$ cat src/rtl/square_unit_pipe_if.sv
// Move stream between a board cell and the array collector.
// The cell drives valid/data; the collector drives ready.
interface square_unit_pipe_if #(
  parameter int MOVE_W = 19
) ();
  logic              mv_valid;
  logic [MOVE_W-1:0] mv_data;
  logic              mv_ready;

  modport master (output mv_valid, output mv_data, input mv_ready);
  modport slave  (input mv_valid, input mv_data, output mv_ready);
endinterface

$ cat src/rtl/square_unit_pipe.sv
// Per-square move-generation cell: GEN, PROP sweeps and a knight phase feed an 8-slot pending bank.
// Step results land on the accepting edge; moves drain lowest slot first, held while mv_ready=0.
module square_unit_pipe #(
  parameter int COORD_W    = 3,
  parameter int PROP_STEPS = (1 << COORD_W) - 1
) (
  input  logic                           clk,
  input  logic                           reset,
  input  logic [COORD_W-1:0]             xpos,
  input  logic [COORD_W-1:0]             ypos,
  input  logic [3:0]                     cpiece,
  input  logic                           side,
  input  logic                           start,
  input  logic                           step,
  input  logic [8*(2*COORD_W+3)-1:0]     ray_in,
  output logic [8*(2*COORD_W+3)-1:0]     ray_out,
  input  logic [8*(2*COORD_W+3)-1:0]     kn_in,
  output logic [8*(2*COORD_W+3)-1:0]     kn_out,
  square_unit_pipe_if.master             mv,
  output logic                           busy,
  output logic                           done,
  output logic                           err_overrun
);
  localparam int TOK_W  = 2*COORD_W + 3;
  localparam int MOVE_W = 7 + 4*COORD_W;
  localparam int CNT_W  = (PROP_STEPS > 1) ? $clog2(PROP_STEPS) : 1;

  typedef enum logic [2:0] {S_IDLE, S_GEN, S_PROP, S_KNI, S_DRAIN, S_DONE} state_t;
  typedef struct packed {
    logic       mv;
    logic       fw;
    logic [6:0] fl;
  } prop_res_t;

  state_t             state, state_nxt;
  logic               side_q;
  logic [CNT_W-1:0]   prop_cnt;
  logic [7:0]         pend_vld;
  logic [MOVE_W-1:0]  pend_dat [8];

  logic               sq_empty, sq_own, sq_enemy;
  logic               start_acc, step_acc, pop;
  logic [2:0]         sel;
  logic [7:0]         pop_mask;
  logic [TOK_W-1:0]   here_tok;
  logic [7:0]         gen_mask;
  logic               gen_kn_en;
  logic [8*TOK_W-1:0] gen_ray, gen_kn, prop_ray;
  prop_res_t          pr [8];
  logic [7:0]         prop_vld, kni_vld;
  logic [MOVE_W-1:0]  prop_dat [8];
  logic [MOVE_W-1:0]  kni_dat [8];

  // Flags are {invalid, promote, pawn, pawn2, ep, castle, capture}.
  function automatic prop_res_t prop_eval(input logic [TOK_W-1:0] tok, input logic [2:0] dir,
                                          input logic is_empty, input logic is_enemy,
                                          input logic sd, input logic [COORD_W-1:0] y);
    prop_res_t          res;
    logic [2:0]         ty;
    logic [COORD_W-1:0] oy, dy;
    logic               pawn, fwd, promo, start_rk;
    res      = '0;
    ty       = tok[2:0];
    oy       = tok[3 +: COORD_W];
    dy       = (y >= oy) ? (y - oy) : (oy - y);
    pawn     = (ty == 3'd1);
    fwd      = (dir == (sd ? 3'd4 : 3'd0));
    promo    = (y == {COORD_W{~sd}});
    start_rk = (oy == (sd ? ~COORD_W'(1) : COORD_W'(1)));
    if (ty != 3'd0) begin
      if (is_empty) begin
        if (!pawn) begin
          res.mv = 1'b1;
        end else if (fwd) begin
          res.mv    = 1'b1;
          res.fl[4] = 1'b1;
          res.fl[3] = (dy == COORD_W'(2));
          res.fl[5] = promo;
        end
        res.fw = (ty == 3'd3 && dir[0]) || (ty == 3'd4 && !dir[0]) || (ty == 3'd5) ||
                 (pawn && fwd && start_rk && dy == COORD_W'(1));
      end else if (is_enemy && !(pawn && fwd)) begin
        res.mv    = 1'b1;
        res.fl[0] = 1'b1;
        res.fl[4] = pawn;
        res.fl[5] = pawn && promo;
      end
    end
    return res;
  endfunction

  assign sq_empty  = (cpiece[2:0] == 3'd0);
  assign sq_own    = !sq_empty && (cpiece[3] == side_q);
  assign sq_enemy  = !sq_empty && (cpiece[3] != side_q);
  assign busy      = |pend_vld;
  assign start_acc = start && (state == S_IDLE || state == S_DONE);
  assign step_acc  = step && !start && !busy;
  assign pop       = busy && mv.mv_ready;
  assign here_tok  = {xpos, ypos, cpiece[2:0]};

  always_comb begin
    sel = '0;
    for (int i = 7; i >= 0; i--) begin
      if (pend_vld[i]) sel = 3'(i);
    end
    pop_mask = pop ? (8'b1 << sel) : 8'b0;
  end

  assign mv.mv_valid = busy;
  assign mv.mv_data  = pend_dat[sel];

  always_comb begin
    gen_mask  = '0;
    gen_kn_en = 1'b0;
    if (sq_own) begin
      case (cpiece[2:0])
        3'd1:       gen_mask  = side_q ? 8'b0011_1000 : 8'b1000_0011;
        3'd2:       gen_kn_en = 1'b1;
        3'd3:       gen_mask  = 8'b1010_1010;
        3'd4:       gen_mask  = 8'b0101_0101;
        3'd5, 3'd6: gen_mask  = 8'hff;
        default:    gen_mask  = '0;
      endcase
    end
    for (int d = 0; d < 8; d++) begin
      gen_ray[d*TOK_W +: TOK_W] = gen_mask[d] ? here_tok : '0;
    end
    gen_kn = gen_kn_en ? {8{here_tok}} : '0;
  end

  always_comb begin
    for (int d = 0; d < 8; d++) begin
      pr[d] = prop_eval(ray_in[d*TOK_W +: TOK_W], 3'(d), sq_empty, sq_enemy, side_q, ypos);
      prop_ray[d*TOK_W +: TOK_W] = pr[d].fw ? ray_in[d*TOK_W +: TOK_W] : '0;
      prop_vld[d] = pr[d].mv;
      prop_dat[d] = {pr[d].fl, ray_in[d*TOK_W+3 +: 2*COORD_W], xpos, ypos};
      kni_vld[d]  = (|kn_in[d*TOK_W +: TOK_W]) && (sq_empty || sq_enemy);
      kni_dat[d]  = {6'b0, sq_enemy, kn_in[d*TOK_W+3 +: 2*COORD_W], xpos, ypos};
    end
  end

  always_ff @(posedge clk or posedge reset) begin
    if (reset) state <= S_IDLE;
    else       state <= state_nxt;
  end

  always_comb begin
    state_nxt = state;
    done      = 1'b0;
    case (state)
      S_IDLE:  if (start_acc) state_nxt = S_GEN;
      S_GEN:   if (step_acc) state_nxt = S_PROP;
      S_PROP:  if (step_acc && prop_cnt == CNT_W'(PROP_STEPS - 1)) state_nxt = S_KNI;
      S_KNI:   if (step_acc) state_nxt = S_DRAIN;
      S_DRAIN: if ((pend_vld & ~pop_mask) == 8'b0) state_nxt = S_DONE;
      S_DONE: begin
        done = 1'b1;
        if (start_acc) state_nxt = S_GEN;
      end
      default: state_nxt = S_IDLE;
    endcase
  end

  // Steps only load into an empty bank, so a load never races a pop.
  always_ff @(posedge clk or posedge reset) begin
    if (reset) begin
      side_q      <= 1'b0;
      prop_cnt    <= '0;
      ray_out     <= '0;
      kn_out      <= '0;
      pend_vld    <= '0;
      err_overrun <= 1'b0;
      for (int i = 0; i < 8; i++) pend_dat[i] <= '0;
    end else begin
      if (step && busy) err_overrun <= 1'b1;
      if (pop) pend_vld[sel] <= 1'b0;
      if (start_acc) begin
        side_q   <= side;
        prop_cnt <= '0;
      end else if (step_acc) begin
        case (state)
          S_GEN: begin
            ray_out <= gen_ray;
            kn_out  <= gen_kn;
          end
          S_PROP: begin
            ray_out  <= prop_ray;
            prop_cnt <= prop_cnt + 1'b1;
            pend_vld <= prop_vld;
            for (int i = 0; i < 8; i++) pend_dat[i] <= prop_dat[i];
          end
          S_KNI: begin
            ray_out  <= '0;
            kn_out   <= '0;
            pend_vld <= kni_vld;
            for (int i = 0; i < 8; i++) pend_dat[i] <= kni_dat[i];
          end
          default: ;
        endcase
      end
    end
  end
endmodule

$ cat src/flat_wrapper.sv
// flat-port wrapper written by rule: the top's interface ports become plain ports
module square_unit_pipe_flat 
#(
  parameter int COORD_W    = 3,
  parameter int PROP_STEPS = (1 << COORD_W) - 1
)
  (clk, reset, xpos, ypos, cpiece, side, start, step, ray_in, ray_out, kn_in, kn_out, busy, done, err_overrun, mv_mv_valid, mv_mv_data, mv_mv_ready);
  square_unit_pipe_if #(.MOVE_W((19))) mv_i ();
  input  logic clk;
  input  logic reset;
  input  logic [COORD_W-1:0] xpos;
  input  logic [COORD_W-1:0] ypos;
  input  logic [3:0] cpiece;
  input  logic side;
  input  logic start;
  input  logic step;
  input  logic [8*(2*COORD_W+3)-1:0] ray_in;
  output logic [8*(2*COORD_W+3)-1:0] ray_out;
  input  logic [8*(2*COORD_W+3)-1:0] kn_in;
  output logic [8*(2*COORD_W+3)-1:0] kn_out;
  output logic busy;
  output logic done;
  output logic err_overrun;
  output wire logic [$bits(mv_i.mv_valid)-1:0] mv_mv_valid;
  output wire logic [$bits(mv_i.mv_data)-1:0] mv_mv_data;
  input wire logic [$bits(mv_i.mv_ready)-1:0] mv_mv_ready;
  assign mv_mv_valid = mv_i.mv_valid;
  assign mv_mv_data = mv_i.mv_data;
  assign mv_i.mv_ready = mv_mv_ready;
  square_unit_pipe #(.COORD_W(COORD_W), .PROP_STEPS(PROP_STEPS)) u_core (.clk(clk), .reset(reset), .xpos(xpos), .ypos(ypos), .cpiece(cpiece), .side(side), .start(start), .step(step), .ray_in(ray_in), .ray_out(ray_out), .kn_in(kn_in), .kn_out(kn_out), .mv(mv_i), .busy(busy), .done(done), .err_overrun(err_overrun));
endmodule
$ cat config.mk
export PLATFORM = sky130hd
export DESIGN_NAME = square_unit_pipe_flat
export DESIGN_NICKNAME = d
export VERILOG_FILES = /design/src/rtl/square_unit_pipe_if.sv /design/src/rtl/square_unit_pipe.sv /design/src/flat_wrapper.sv
export SDC_FILE = /design/constraint.sdc
export NUM_CORES = 1
export LEC_CHECK = 0
export BUFFER_PORTS_ARGS = -buffer_cell sky130_fd_sc_hd__buf_2
export CORE_UTILIZATION = 53
export CTS_BUF_LIST = sky130_fd_sc_hd__clkbuf_4 sky130_fd_sc_hd__clkbuf_8
export DETAILED_ROUTE_END_ITERATION = 16
export HOLD_SLACK_MARGIN = 0.12
export PLACE_DENSITY = 0.89
export SYNTH_ARGS = -nofsm -noshare
export SYNTH_HDL_FRONTEND = slang
export SYNTH_SLANG_ARGS = --single-unit
$ cat constraint.sdc
create_clock -name clk -period 7.95 [get_ports clk]
set_clock_uncertainty 0.15 [all_clocks]
set_input_delay 1.1925 -clock clk [delete_from_list [all_inputs] [get_ports clk]]
set_output_delay 1.1925 -clock clk [all_outputs]
set_load 0.05 [all_outputs]
Word-level counts from Yosys, hierarchy flattened --
Cells that the tools add are included.
Storage, ports and cells: bits in registers 312, bits of input ports 160, output and inout port bits 167, word-level logic and storage cells 420
Cells by class: add/sub/neg operators 17, magnitude comparators 11, eq/ne operators 75, shift-type cells 1, muxes and demuxes 175, bitwise gates (word level) 7, reduce and logical (&&, ||, !) cells 119
Operators by type and width (number):
- $pmux W152 S2 | 1
- $pmux W72 S3 | 1
- $mux W3 | 50
- $mux W9 | 16
- $pmux W72 S2 | 1
- $mux W72 | 1
- $reduce_or A9 Y1 | 8
- $mux W1 | 68
- $bmux W19 S3 | 1
- $logic_and A1 B1 Y1 | 57
- $eq A3 B1 Y1 const B | 18
- $eq A3 B3 Y1 const B | 18
- $eq A3 B2 Y1 const B | 16
- $mux W2 | 24
- $mux W8 | 6
- $sub A3 B3 Y3 | 16
- $mux W19 | 2
- $pmux W8 S4 | 1
- $eq A3 B3 Y1 | 9
- $reduce_bool A3 Y1 | 9
- $ge A3 B3 Y1 | 8
- $logic_or A1 B1 Y1 | 18
- $and A8 B8 Y8 | 2
- $not A8 Y8 | 2
- 25 further kinds | 52

Longest topological paths before layout --
Gate-level depths: netlist of the first run.
word-level depth 18, depth in mapped cells 9, depth with buffers taken out 9

Worst setup path after synthesis of the first run --
No wires, ideal clock.
kind register to output, from register u_core.pend_vld[6], to output port mv_mv_data[6], arrival time 2.378 ns, data required time 6.608 ns, setup slack 4.229 ns, stages on the path, launching flop included 8, buffers on the path 2, cells stage by stage dfrtp_1 > nand2b_4 > a2111o_1 > o21a_1 > buf_6 > buf_2 > mux2i_1 > o221ai_1
Between the ends: word-level cells in the longest chain between the ends 11
Ends and longest elaborated chain:
- start, declared | line square_unit_pipe.sv:38 | logic [7:0] pend_vld;
- start signal, assigned | line square_unit_pipe.sv:189 | pend_vld <= prop_vld;
- start signal, assigned | line square_unit_pipe.sv:195 | pend_vld <= kni_vld;
- $mux W3 (7 in series) | line square_unit_pipe.sv:104 | if (pend_vld[i]) sel = 3'(i);
- $not A3 Y4 (implied by the code) | line square_unit_pipe.sv:110 | assign mv.mv_data = pend_dat[sel];
- $bmux W19 S3 | line square_unit_pipe.sv:110
- $mux W19 (implied by the code) (2 in series) | line square_unit_pipe.sv:110
- end, declared | line flat_wrapper.sv:25 | output wire logic [$bits(mv_i.mv_data)-1:0] mv_mv_data;
Every way passes these cells. The select of a mux whose other input is x is not followed.

Final worst setup path of the first run --
from register u_core.pend_vld[6], to output port mv_mv_data[8]
The elaborated chain is that of the path after synthesis.

==> impl_metrics.py, run 1 <==
metrics = {
    "final_layout": {
        "layout_common_cells": "323 x buf_2, 237 x nand2_1, 177 x dfrtp_1",
        "final_area_mm2": 0.0117,
        "fillers": 1566,
        "drive_above_1_share_pct": 27.5,
        "seq_area_mm2": 0.00443,
        "multiInputGateArea_mm2": 0.00483,
        "nNetsFinal": 1581,
        "layout_commonest_cell": "buf_2",
        "areaGrowthSynthToFinish_pct": 15.8,
        "stdcell_count": 1653,
    },
    "global_routing": {
        "grt.overflow.total": 0,
        "grt_antenna_before_repair": 0,
        "grt_max_degree": 124,
        "grt_pass1_vias": 9456,
        "grt_use_total_pct": 36.0,
        "grt_pass1_wl_mm": 53.0,
    },
    "synthesis": {
        "ys.flop_type": "dfrtp_1",
        "synth-seq-area-share_pct": 43.7,
        "synthCells": 1189,
        "synth_warnings": 0,
        "async_flop_share_pct": 100,
        "syn_area_mm2": 0.0101,
        "yosys-top-cells-area": "dfrtp_1 44%, nand2_1 8.8%, o21ai_0 6.7%",
        "yosysTopAreaCell": "dfrtp_1",
        "synth.avg_cell_area_um2": 8.52,
        "yosysTopAreaCellShare_pct": 43.7,
        "ys_types": 74,
        "ys_seq_elements": 177,
        "synth_edf_count": 0,
    },
    "detailed_routing": {
        "drtAntennaViolNets": 0,
        "wl_mm": 35.4,
        "vias": 10100,
        "drc": 0,
        "post_drt_wl_per_cell_um": 21.4,
        "via_per_inst": 6.11,
        "drt-initial-drc-count": 1194,
        "dr.pass1.iters": 7,
    },
    "power": {
        "clkPwrFrac_pct": 12.8,
        "p_sw_mw": 2.90,
        "seqPwrFrac_pct": 29.8,
        "total_power_mw": 5.15,
        "swShare_pct": 56.3,
        "combPwrFrac_pct": 57.4,
        "ir_drop_v": 0.000286,
        "powerDensity_mw_per_mm2": 439,
        "p_leak_nw": 5.85,
        "internal_power_mw": 2.25,
    },
    "min_path": {
        "min_to": "u_core.err_overrun",
        "holdCritStartpoint": "u_core.err_overrun",
        "holdPathStages": 1,
        "hold_path.class": "reg -> reg",
    },
    "sta": {
        "rsz0062_at_grt": "false",
        "setup_tns_ns": 0,
        "fmax_ghz": 0.212,
        "timing.final.hold_violations": 0,
        "maxSlewHeadroom_pct": 12.3,
        "fin_crit_ns": 4.72,
        "tightest_slew_ns": 1.32,
        "min_period_over_period_pct": 59.3,
        "setup_viol": 0,
        "drv_slew": 0,
    },
    "clock_tree": {
        "numCtsBuffers": 17,
        "cts.clk_slew.worst_paths_ns": 0.09,
        "postCtsHoldBufs": 0,
        "cts_setup_buffers": 0,
        "cts_buffer_depth": 2,
        "htree_levels": 4,
        "cts_sinks": 177,
        "cts_resized": 0,
        "cts_tree": "built",
        "clock_latency_ns": 0.48,
        "root_buffer": "clkbuf_8",
    },
    "floorplan": {
        "die-area_mm2": 0.0197,
        "core_mm2": 0.0187,
        "initial_core_util_pct": 54.2,
        "fp.dieH_um": 140,
        "ios": 327,
        "die_x_um": 140,
        "placementRows": 50,
    },
    "place": {
        "placed_area_mm2": 0.0113,
        "port_buffers": 323,
        "placed_cells": 1620,
        "place_hpwl_mm": 27.1,
        "gp_congestion": 1.05,
    },
    "flow_run": {
        "maxCapViolations": 0,
    },
    "setup_path": {
        "required_ns": 6.61,
        "reg2regPathDepth": 5,
        "ff2ff_setup_slack_ns": 4.82,
        "worstPathArrival_ns": 3.37,
        "critPathLaunch": "u_core.pend_vld[6]",
        "critPathMaxFanout": 35,
        "reg2reg_from": "u_core.state[1]",
        "endpoint_kind": "output port",
        "startpoint_type": "flop",
        "r2r-end": "u_core.ray_out[49]",
        "worstSetupPathType": "reg -> out",
    },
    "status": {
        "status": "finished, final reports clean",
    },
}
-- critical path: stages, from the launching register on --
cell and delay (ns):
dfrtp_1 0.46, nand2b_4 0.17, a2111o_1 0.45, o21a_1 0.59, nand2_1 0.28, a21oi_1 0.09, or4_1 0.61, buf_2 0.25
-- per-layer routing --
metal | track usage, % | routed length [um] | share of wire (%) | up-vias
li1 | - | - | - | 4510
met1 | 47.0 | 13500 | 38 | 4804
met2 | 54.3 | 15900 | 45 | 656
met3 | 10.4 | 4080 | 12 | 128
met4 | 19.0 | 1870 | 5.3 | 0
met5 | 0 | 0 | 0 | -
-- metrics by stage --
stage,setup slack [ns],hold WS (ns),utilization (%)
6_report,3.23,0.312,62.7
3_5_place_dp,3.86,0.297,60.5
3_3_place_gp,3.95,0.288,60.5
4_1_cts,3.33,0.319,62.7
5_1_grt,3.15,0.339,62.7
2_1_floorplan,1.81,0.291,-
-- logic make-up (layout without fill, tap and decap cells) --
family | after synthesis | after routing | synth area share [%]
xor gates and xnor gates | 9 | 9 | 0.852
adders and majority gates | 16 | 16 | 2.27
other | 1 | 4 | 0.0370
and+or+nand+nor | 436 | 436 | 19.5
buffers and inverters | 159 | 386 | 8.88
AOI/OAI and AO/OA | 344 | 344 | 20.1
muxes | 47 | 47 | 4.67
DFF | 177 | 177 | 43.7
-- area by class of cell --
type	instances	area share, %
Clock inverter	14	1.42
Tap cell	234	2.49
Antenna cell	1	0.0213
Sequential cell	177	37.7
Multi-Input combinational cell	855	41.2
Timing Repair Buffer	332	14.3
Clock buffer	18	2.06
Inverter	22	0.746
-- how the worst max path moves through the flow --
| stage | end | depth (start not counted) |
|---|---|---|
| after floorplan | u_core.err_overrun | 1 |
| after global placement | mv_mv_data[8] | 7 |
| after CTS | mv_mv_data[8] | 7 |
| after global routing | mv_mv_data[8] | 7 |
| after detailed placement | mv_mv_data[8] | 7 |
| final | mv_mv_data[8] | 7 |
-- synthesized netlist by cell type (all sizes together) (3+ instances only) --
| master | number |
|---|---|
| nand3b | 4 |
| ha | 12 |
| o221ai | 5 |
| a31oi | 13 |
| nor3b | 6 |
| inv | 22 |
| fa | 4 |
| nor4 | 13 |
| o22ai | 3 |
| a21oi | 105 |
| a22o | 6 |
| nand4 | 3 |
| o22a | 5 |
| clkbuf | 49 |
| nor4b | 3 |
| nor2 | 101 |
| a211oi | 5 |
| dfrtp | 177 |
| nor3 | 17 |
| mux2i | 45 |
| buf | 88 |
| or3 | 4 |
| nand2b | 7 |
| a221oi | 4 |
| xnor2 | 5 |
| a311oi | 3 |
| xor2 | 4 |
| o21a | 6 |
| nor2b | 6 |
| a21o | 9 |
| nand2 | 239 |
| nand3 | 10 |
| and3 | 6 |
| o21ai | 140 |
| o31ai | 12 |
| a21boi | 6 |
| a32o | 6 |
| or4 | 9 |
-- flip-flops by register name (all words and copies together) (netlist names) --
register	flops
u_core.ray_out	72
u_core.side_q	1
u_core.kn_out	9
u_core.prop_cnt	3
u_core.err_overrun	1
u_core.pend_vld	8
u_core.state	3
u_core.pend_dat	80
-- power groups by stage --
stage                     clock network [mW]  registers, mW  logic (mW)
final                                  0.659           1.53        2.96
after detailed placement                   0           1.53        2.91
after CTS                              0.658           1.52        2.92
after global routing                   0.692           1.56        3.11
after floorplan                            0           2.02        1.73
after global placement                     0           1.52        2.86
Note: power is estimated with default switching activity, not from simulation.
==> run 2, diff against run 1 <==
--- a/config.mk
+++ b/config.mk
@@ -6,11 +6,11 @@
 export NUM_CORES = 1
 export LEC_CHECK = 0
 export BUFFER_PORTS_ARGS = -buffer_cell sky130_fd_sc_hd__buf_2
-export CORE_UTILIZATION = 53
+export CORE_UTILIZATION = 48
 export CTS_BUF_LIST = sky130_fd_sc_hd__clkbuf_4 sky130_fd_sc_hd__clkbuf_8
 export DETAILED_ROUTE_END_ITERATION = 16
 export HOLD_SLACK_MARGIN = 0.12
-export PLACE_DENSITY = 0.89
+export PLACE_DENSITY = 0.85
 export SYNTH_ARGS = -nofsm -noshare
 export SYNTH_HDL_FRONTEND = slang
 export SYNTH_SLANG_ARGS = --single-unit
==> constraint.sdc (replaced) <==
create_clock -name clk -period 3.9 [get_ports clk]
set_clock_uncertainty 0.15 [all_clocks]
set_input_delay 0.585 -clock clk [delete_from_list [all_inputs] [get_ports clk]]
set_output_delay 0.585 -clock clk [all_outputs]
set_load 0.05 [all_outputs]
==> run 2 against run 1 <==
Sequential power rose by 100%. Sequential share of layout area fell by 0.54 points. Critical path type unchanged. Sequential cell count did not move. Critical path depth rose by 1. Register-to-register slack got worse by 4.0 ns. Clock power rose by 97%. Via count fell by 1.4%. Routed wire length rose by 0.34%. Setup slack got worse by 3.1 ns. Die area rose by 10%. Final cell count rose by 2.9%. First-iteration DRC count fell by 6.4%. Largest cell class unchanged. Largest power group unchanged.
==> impl_metrics.py, run 2 (same netlist as run 1, synthesis figures left out) <==
metrics = {
    "floorplan": {
        "core_mm2": 0.0205,
        "die_x_um": 147,
        "placementRows": 52,
        "fp.dieH_um": 147,
        "ios": 327,
        "die-area_mm2": 0.0217,
        "initial_core_util_pct": 49.4,
    },
    "final_layout": {
        "largest_register_ffs": 80,
        "drive_above_1_share_pct": 28.0,
        "layout_commonest_cell": "buf_2",
        "areaGrowthSynthToFinish_pct": 17.5,
        "regMostFlops": "u_core.pend_dat",
        "nNetsFinal": 1590,
        "layout_common_cells": "323 x buf_2, 237 x nand2_1, 177 x dfrtp_1",
        "top_regs": "u_core.pend_dat (80), u_core.ray_out (72), u_core.kn_out (9)",
    },
    "setup_path": {
        "reg2reg_from": "u_core.pend_vld[0]",
        "ff2ff_setup_slack_ns": 0.82,
        "startpoint_type": "flop",
        "critPathMaxFanout": 24,
        "required_ns": 3.16,
        "critPathLaunch": "u_core.pend_vld[6]",
        "r2r-end": "u_core.ray_out[29]",
        "worstSetupPathType": "reg -> out",
        "reg2regPathDepth": 6,
        "worstPathArrival_ns": 3.05,
        "endpoint_kind": "output port",
    },
    "power": {
        "ir_drop_v": 0.000571,
        "powerDensity_mw_per_mm2": 880,
        "total_power_mw": 10.5,
        "p_leak_nw": 5.91,
    },
    "min_path": {
        "hold_path.class": "in -> async",
    },
    "global_routing": {
        "grt_pass1_wl_mm": 54.3,
        "grt_max_degree": 178,
        "grt_antenna_before_repair": 1,
        "grt.overflow.total": 0,
        "grt_pass1_vias": 9464,
        "grt_use_total_pct": 33.1,
    },
    "clock_tree": {
        "cts_buffer_depth": 2,
        "cts_tree": "built",
        "numCtsBuffers": 17,
        "htree_levels": 4,
        "root_buffer": "clkbuf_8",
        "clock_latency_ns": 0.48,
        "cts_sinks": 177,
        "cts_setup_buffers": 0,
        "cts.clk_slew.worst_paths_ns": 0.11,
    },
    "detailed_routing": {
        "vias": 9953,
        "drc": 0,
        "drtAntennaViolNets": 0,
        "drt-initial-drc-count": 1117,
        "post_drt_wl_per_cell_um": 20.9,
        "via_per_inst": 5.85,
        "wl_mm": 35.5,
        "dr.pass1.iters": 6,
    },
    "sta": {
        "timing.final.hold_violations": 0,
        "fin_crit_ns": 3.79,
        "maxSlewHeadroom_pct": 24.1,
        "tightest_slew_ns": 1.14,
        "min_period_over_period_pct": 97.2,
        "drv_slew": 0,
        "setup_tns_ns": 0,
        "setup_viol": 0,
        "rsz0062_at_grt": "false",
        "fmax_ghz": 0.264,
    },
    "flow_run": {
        "maxCapViolations": 0,
    },
    "place": {
        "port_buffers": 323,
        "place_hpwl_mm": 26.9,
        "gp_congestion": 0.974,
    },
    "status": {
        "status": "finished, final reports clean",
    },
}
==> run 2: cell type report <==
class / count / area (um2)
Multi-Input combinational cell: 855 / 4840
Antenna cell: 4 / 10.0
Inverter: 22 / 86.3
Clock inverter: 15 / 166
Clock buffer: 17 / 234
Fill cell: 1814 / 8590
Tap cell: 270 / 338
Timing Repair Buffer: 341 / 1800
Sequential cell: 177 / 4430
==> run 2: stage by stage <==
step,setup WS (ns),area (um2),hold WS [ns],std cells,util (%)
after floorplan,0.787,10100,0.291,1191,-
after global placement,0.624,11500,0.291,1665,56.1
after detailed placement,0.587,11500,0.290,1665,56.1
after CTS,0.0529,11900,0.162,1697,58.0
after global routing,0.0521,11900,0.183,1698,58.1
final,0.111,11900,0.0736,1701,58.1
==> run 2: how the worst max path moves through the flow <==
stage,to,cells past startpoint,slack (ns)
global placement,mv_mv_data[16],8,0.62
global route,mv_mv_data[16],8,0.05
CTS,mv_mv_data[16],8,0.05
finish,mv_mv_data[16],8,0.11
floorplan,mv_mv_data[6],7,0.79
detailed placement,mv_mv_data[16],8,0.59
==> run 2: metal layers <==
layer,part of all wire [%],track usage [%],vias up
met5,0,0,-
met4,4.3,15.2,0
met3,10,7.14,91
met2,45,50.2,581
met1,40,45.3,4749
li1,-,-,4532
==> run 2: repair_timing <==
action,4_1_cts,5_1_grt
endpoints found under the setup margin,0,3
gates resized for setup,0,2
hold buffers,0,0
==> run 2: power by group <==
| group | total [mW] | internal [mW] | switching (mW) | leakage [nW] |
|---|---|---|---|---|
| Clock | 1.30 | 0.484 | 0.813 | 0.200 |
| Sequential | 3.08 | 2.52 | 0.560 | 2.31 |
| Combinational | 6.10 | 1.52 | 4.58 | 3.39 |
| Total | 10.5 | 4.53 | 5.96 | 5.91 |
==> run 2: critical path, cell delays in order, from the launching register on <==
cell and delay (ns):
dfrtp_1 0.47, nand2b_4 0.17, a2111o_1 0.46, o21a_2 0.23, buf_4 0.25, nand2_1 0.09
a21oi_1 0.05, or4_1 0.59, buf_2 0.24
==> run 3, diff against run 2 <==
--- a/config.mk
+++ b/config.mk
@@ -6,11 +6,12 @@
 export NUM_CORES = 1
 export LEC_CHECK = 0
 export BUFFER_PORTS_ARGS = -buffer_cell sky130_fd_sc_hd__buf_2
-export CORE_UTILIZATION = 48
+export CORE_UTILIZATION = 40
 export CTS_BUF_LIST = sky130_fd_sc_hd__clkbuf_4 sky130_fd_sc_hd__clkbuf_8
 export DETAILED_ROUTE_END_ITERATION = 16
 export HOLD_SLACK_MARGIN = 0.12
-export PLACE_DENSITY = 0.85
+export PLACE_DENSITY = 0.74
+export SLEW_MARGIN = 10
 export SYNTH_ARGS = -nofsm -noshare
 export SYNTH_HDL_FRONTEND = slang
 export SYNTH_SLANG_ARGS = --single-unit
==> constraint.sdc (replaced) <==
create_clock -name clk -period 3.25 [get_ports clk]
set_clock_uncertainty 0.15 [all_clocks]
set_input_delay 0.4875 -clock clk [delete_from_list [all_inputs] [get_ports clk]]
set_output_delay 0.4875 -clock clk [all_outputs]
set_load 0.05 [all_outputs]
==> run 3 against run 2 <==
The run now ends with negative setup slack left. Core utilization down 7.3 points. Sequential cell count unchanged. Power up 29%. Via count up 1.9%. Die area up 20%. Final cell count up 5.0%. Non-clock buffer count up 34. Largest cell class unchanged. Largest power group unchanged.
==> impl_metrics.py, run 3 (same netlist as run 1, synthesis figures left out) <==
metrics = {
    "status": {
        "status": "finished, violations left",
        "violations": "negative setup slack",
    },
    "final_layout": {
        "regMostFlops": "u_core.pend_dat",
        "drive_above_1_share_pct": 30.6,
        "top_regs": "u_core.pend_dat (80), u_core.ray_out (72), u_core.kn_out (9)",
        "largest_register_ffs": 80,
        "nNetsFinal": 1624,
        "layout_commonest_cell": "buf_2",
        "areaGrowthSynthToFinish_pct": 23.4,
        "layout_common_cells": "314 x buf_2, 232 x nand2_1, 173 x dfrtp_1",
        "stdcell_count": 1786,
    },
    "clock_tree": {
        "root_buffer": "clkbuf_8",
        "cts_buffer_depth": 2,
        "htree_levels": 4,
        "clock_latency_ns": 0.48,
        "cts_tree": "built",
        "cts.clk_slew.worst_paths_ns": 0.11,
        "cts_sinks": 177,
        "numCtsBuffers": 17,
    },
    "power": {
        "p_leak_nw": 6.11,
        "ir_drop_v": 0.000670,
        "total_power_mw": 13.5,
        "powerDensity_mw_per_mm2": 1080,
    },
    "global_routing": {
        "grt_pass1_vias": 9557,
        "grt_max_degree": 83,
        "grt.overflow.total": 0,
        "grt_pass1_wl_mm": 56.5,
        "grt_antenna_before_repair": 1,
        "grt_use_total_pct": 28.8,
    },
    "detailed_routing": {
        "drtAntennaViolNets": 0,
        "via_per_inst": 5.68,
        "dr.pass1.iters": 6,
        "post_drt_wl_per_cell_um": 21.1,
        "drt-initial-drc-count": 1124,
        "vias": 10100,
        "drc": 0,
        "wl_mm": 37.7,
    },
    "floorplan": {
        "initial_core_util_pct": 41.2,
        "fp.dieH_um": 161,
        "die-area_mm2": 0.0260,
        "die_x_um": 161,
        "core_mm2": 0.0246,
        "ios": 327,
        "placementRows": 57,
    },
    "place": {
        "pre_cts_slack_ns": 0.294,
        "place_hpwl_mm": 28.6,
        "placed_cells": 1736,
        "port_buffers": 323,
        "gp_congestion": 0.968,
    },
    "min_path": {
        "holdCritStartpoint": "ray_in[9]",
        "holdPathStages": 3,
        "hold_path.class": "in -> reg",
        "min_to": "u_core.pend_dat[130]",
    },
    "setup_path": {
        "cp_slowest_cell": "or4_4",
        "required_ns": 2.61,
        "worstPathArrival_ns": 2.64,
        "cpPeakStageDelay_ns": 0.55,
        "startpoint_type": "flop",
        "worstPathCellList": "nand2b_4 > a2111o_1 > o21a_4 > clkbuf_16 > nand2_1 > a21oi_1 > or4_4 > buf_6",
        "r2r-end": "u_core.pend_dat[107]",
        "endpoint_kind": "output port",
        "reg2reg_from": "u_core.pend_vld[2]",
        "critPathMaxFanout": 8,
        "ff2ff_setup_slack_ns": 0.34,
        "worstSetupPathType": "reg -> out",
        "reg2regPathDepth": 8,
    },
    "sta": {
        "min_period_over_period_pct": 101,
        "setup_ws_ns": -0.0305,
        "drv_slew": 0,
        "tightest_slew_ns": 0.793,
        "timing.final.hold_violations": 0,
        "fmax_ghz": 0.305,
        "rsz0062_at_grt": "true",
        "maxSlewHeadroom_pct": 47.0,
        "setup_viol": 7,
        "fin_crit_ns": 3.28,
    },
    "flow_run": {
        "maxCapViolations": 0,
    },
}
## run 3: changes by cell type in the layout (fill, tap and decap cells not counted), moves of 5 or more
cell | before | now
buf_4 | 14 | 33
dlygate4sd3_1 | 0 | 10
buf_2 | 323 | 314
or4_1 | 9 | 1
or4_4 | 0 | 8
nand2_1 | 237 | 232
nand2_2 | 1 | 6
## run 3: how the worst max path moves through the flow
stage | start | to | slack, ns | cells past startpoint
after floorplan | u_core.pend_vld[6] | mv_mv_data[6] | 0.23 | 7
after global placement | u_core.pend_vld[7] | mv_mv_data[12] | 0.30 | 8
after detailed placement | u_core.pend_vld[7] | mv_mv_data[12] | 0.29 | 8
after CTS | u_core.pend_vld[1] | mv_mv_data[12] | 0.001 | 7
after global routing | u_core.pend_vld[6] | mv_mv_data[9] | -0.08 | 8
final | u_core.pend_vld[6] | mv_mv_data[9] | -0.03 | 8
## run 3: timing repair
action,4_1_cts,5_1_grt
gates cloned,1,3
setup buffers,1,2
endpoints found under the setup margin,9,10
endpoints found under the hold margin,18,1
hold buffers,9,1
gates resized for setup,36,17
pin swaps,2,2
## run 3: layer usage
metal	vias to the layer above	GRT usage (%)	share of wire, %
met5	-	0	0
met4	0	11.9	3.9
met3	99	4.78	7.9
met2	538	43.8	45
met1	4910	40.7	43
li1	4598	-	-
## run 3: worst max-delay path, delay by kind of cell, from the launching register on
kind	cells	cell delay, ns
and+or+nand+nor	3	0.76
AOI/OAI and AO/OA	3	0.64
DFF	1	0.40
buffers and inverters	2	0.35
## run 3: per-stage QoR
step / util (%) / hold WS, ns / cell area (um2) / TNS (ns)
6_report: 50.8 / 0.144 / 12500 / -0.0742
5_1_grt: 50.8 / 0.143 / 12500 / -0.556
4_1_cts: 50.1 / 0.124 / 12300 / 0
3_5_place_dp: 47.5 / 0.302 / 11700 / 0
3_3_place_gp: 47.5 / 0.286 / 11700 / 0
2_1_floorplan: - / 0.291 / 10100 / 0
## run 3: area by class of cell
cell class / instances / area [um2]
diodes: 1 / 2.50
clock buffers: 17 / 234
clock inverters: 15 / 161
fillers: 2320 / 12100
inverters: 22 / 86.3
multi-input cells: 855 / 4930
flip-flops and latches: 177 / 4430
well taps: 324 / 405
repair buffers: 375 / 2250
## run 3: power by group
group,internal [mW],switching (mW),total (mW)
clock,0.586,0.986,1.57
sequential,3.03,0.645,3.68
combinational,2.48,5.80,8.29
total,6.10,7.43,13.5
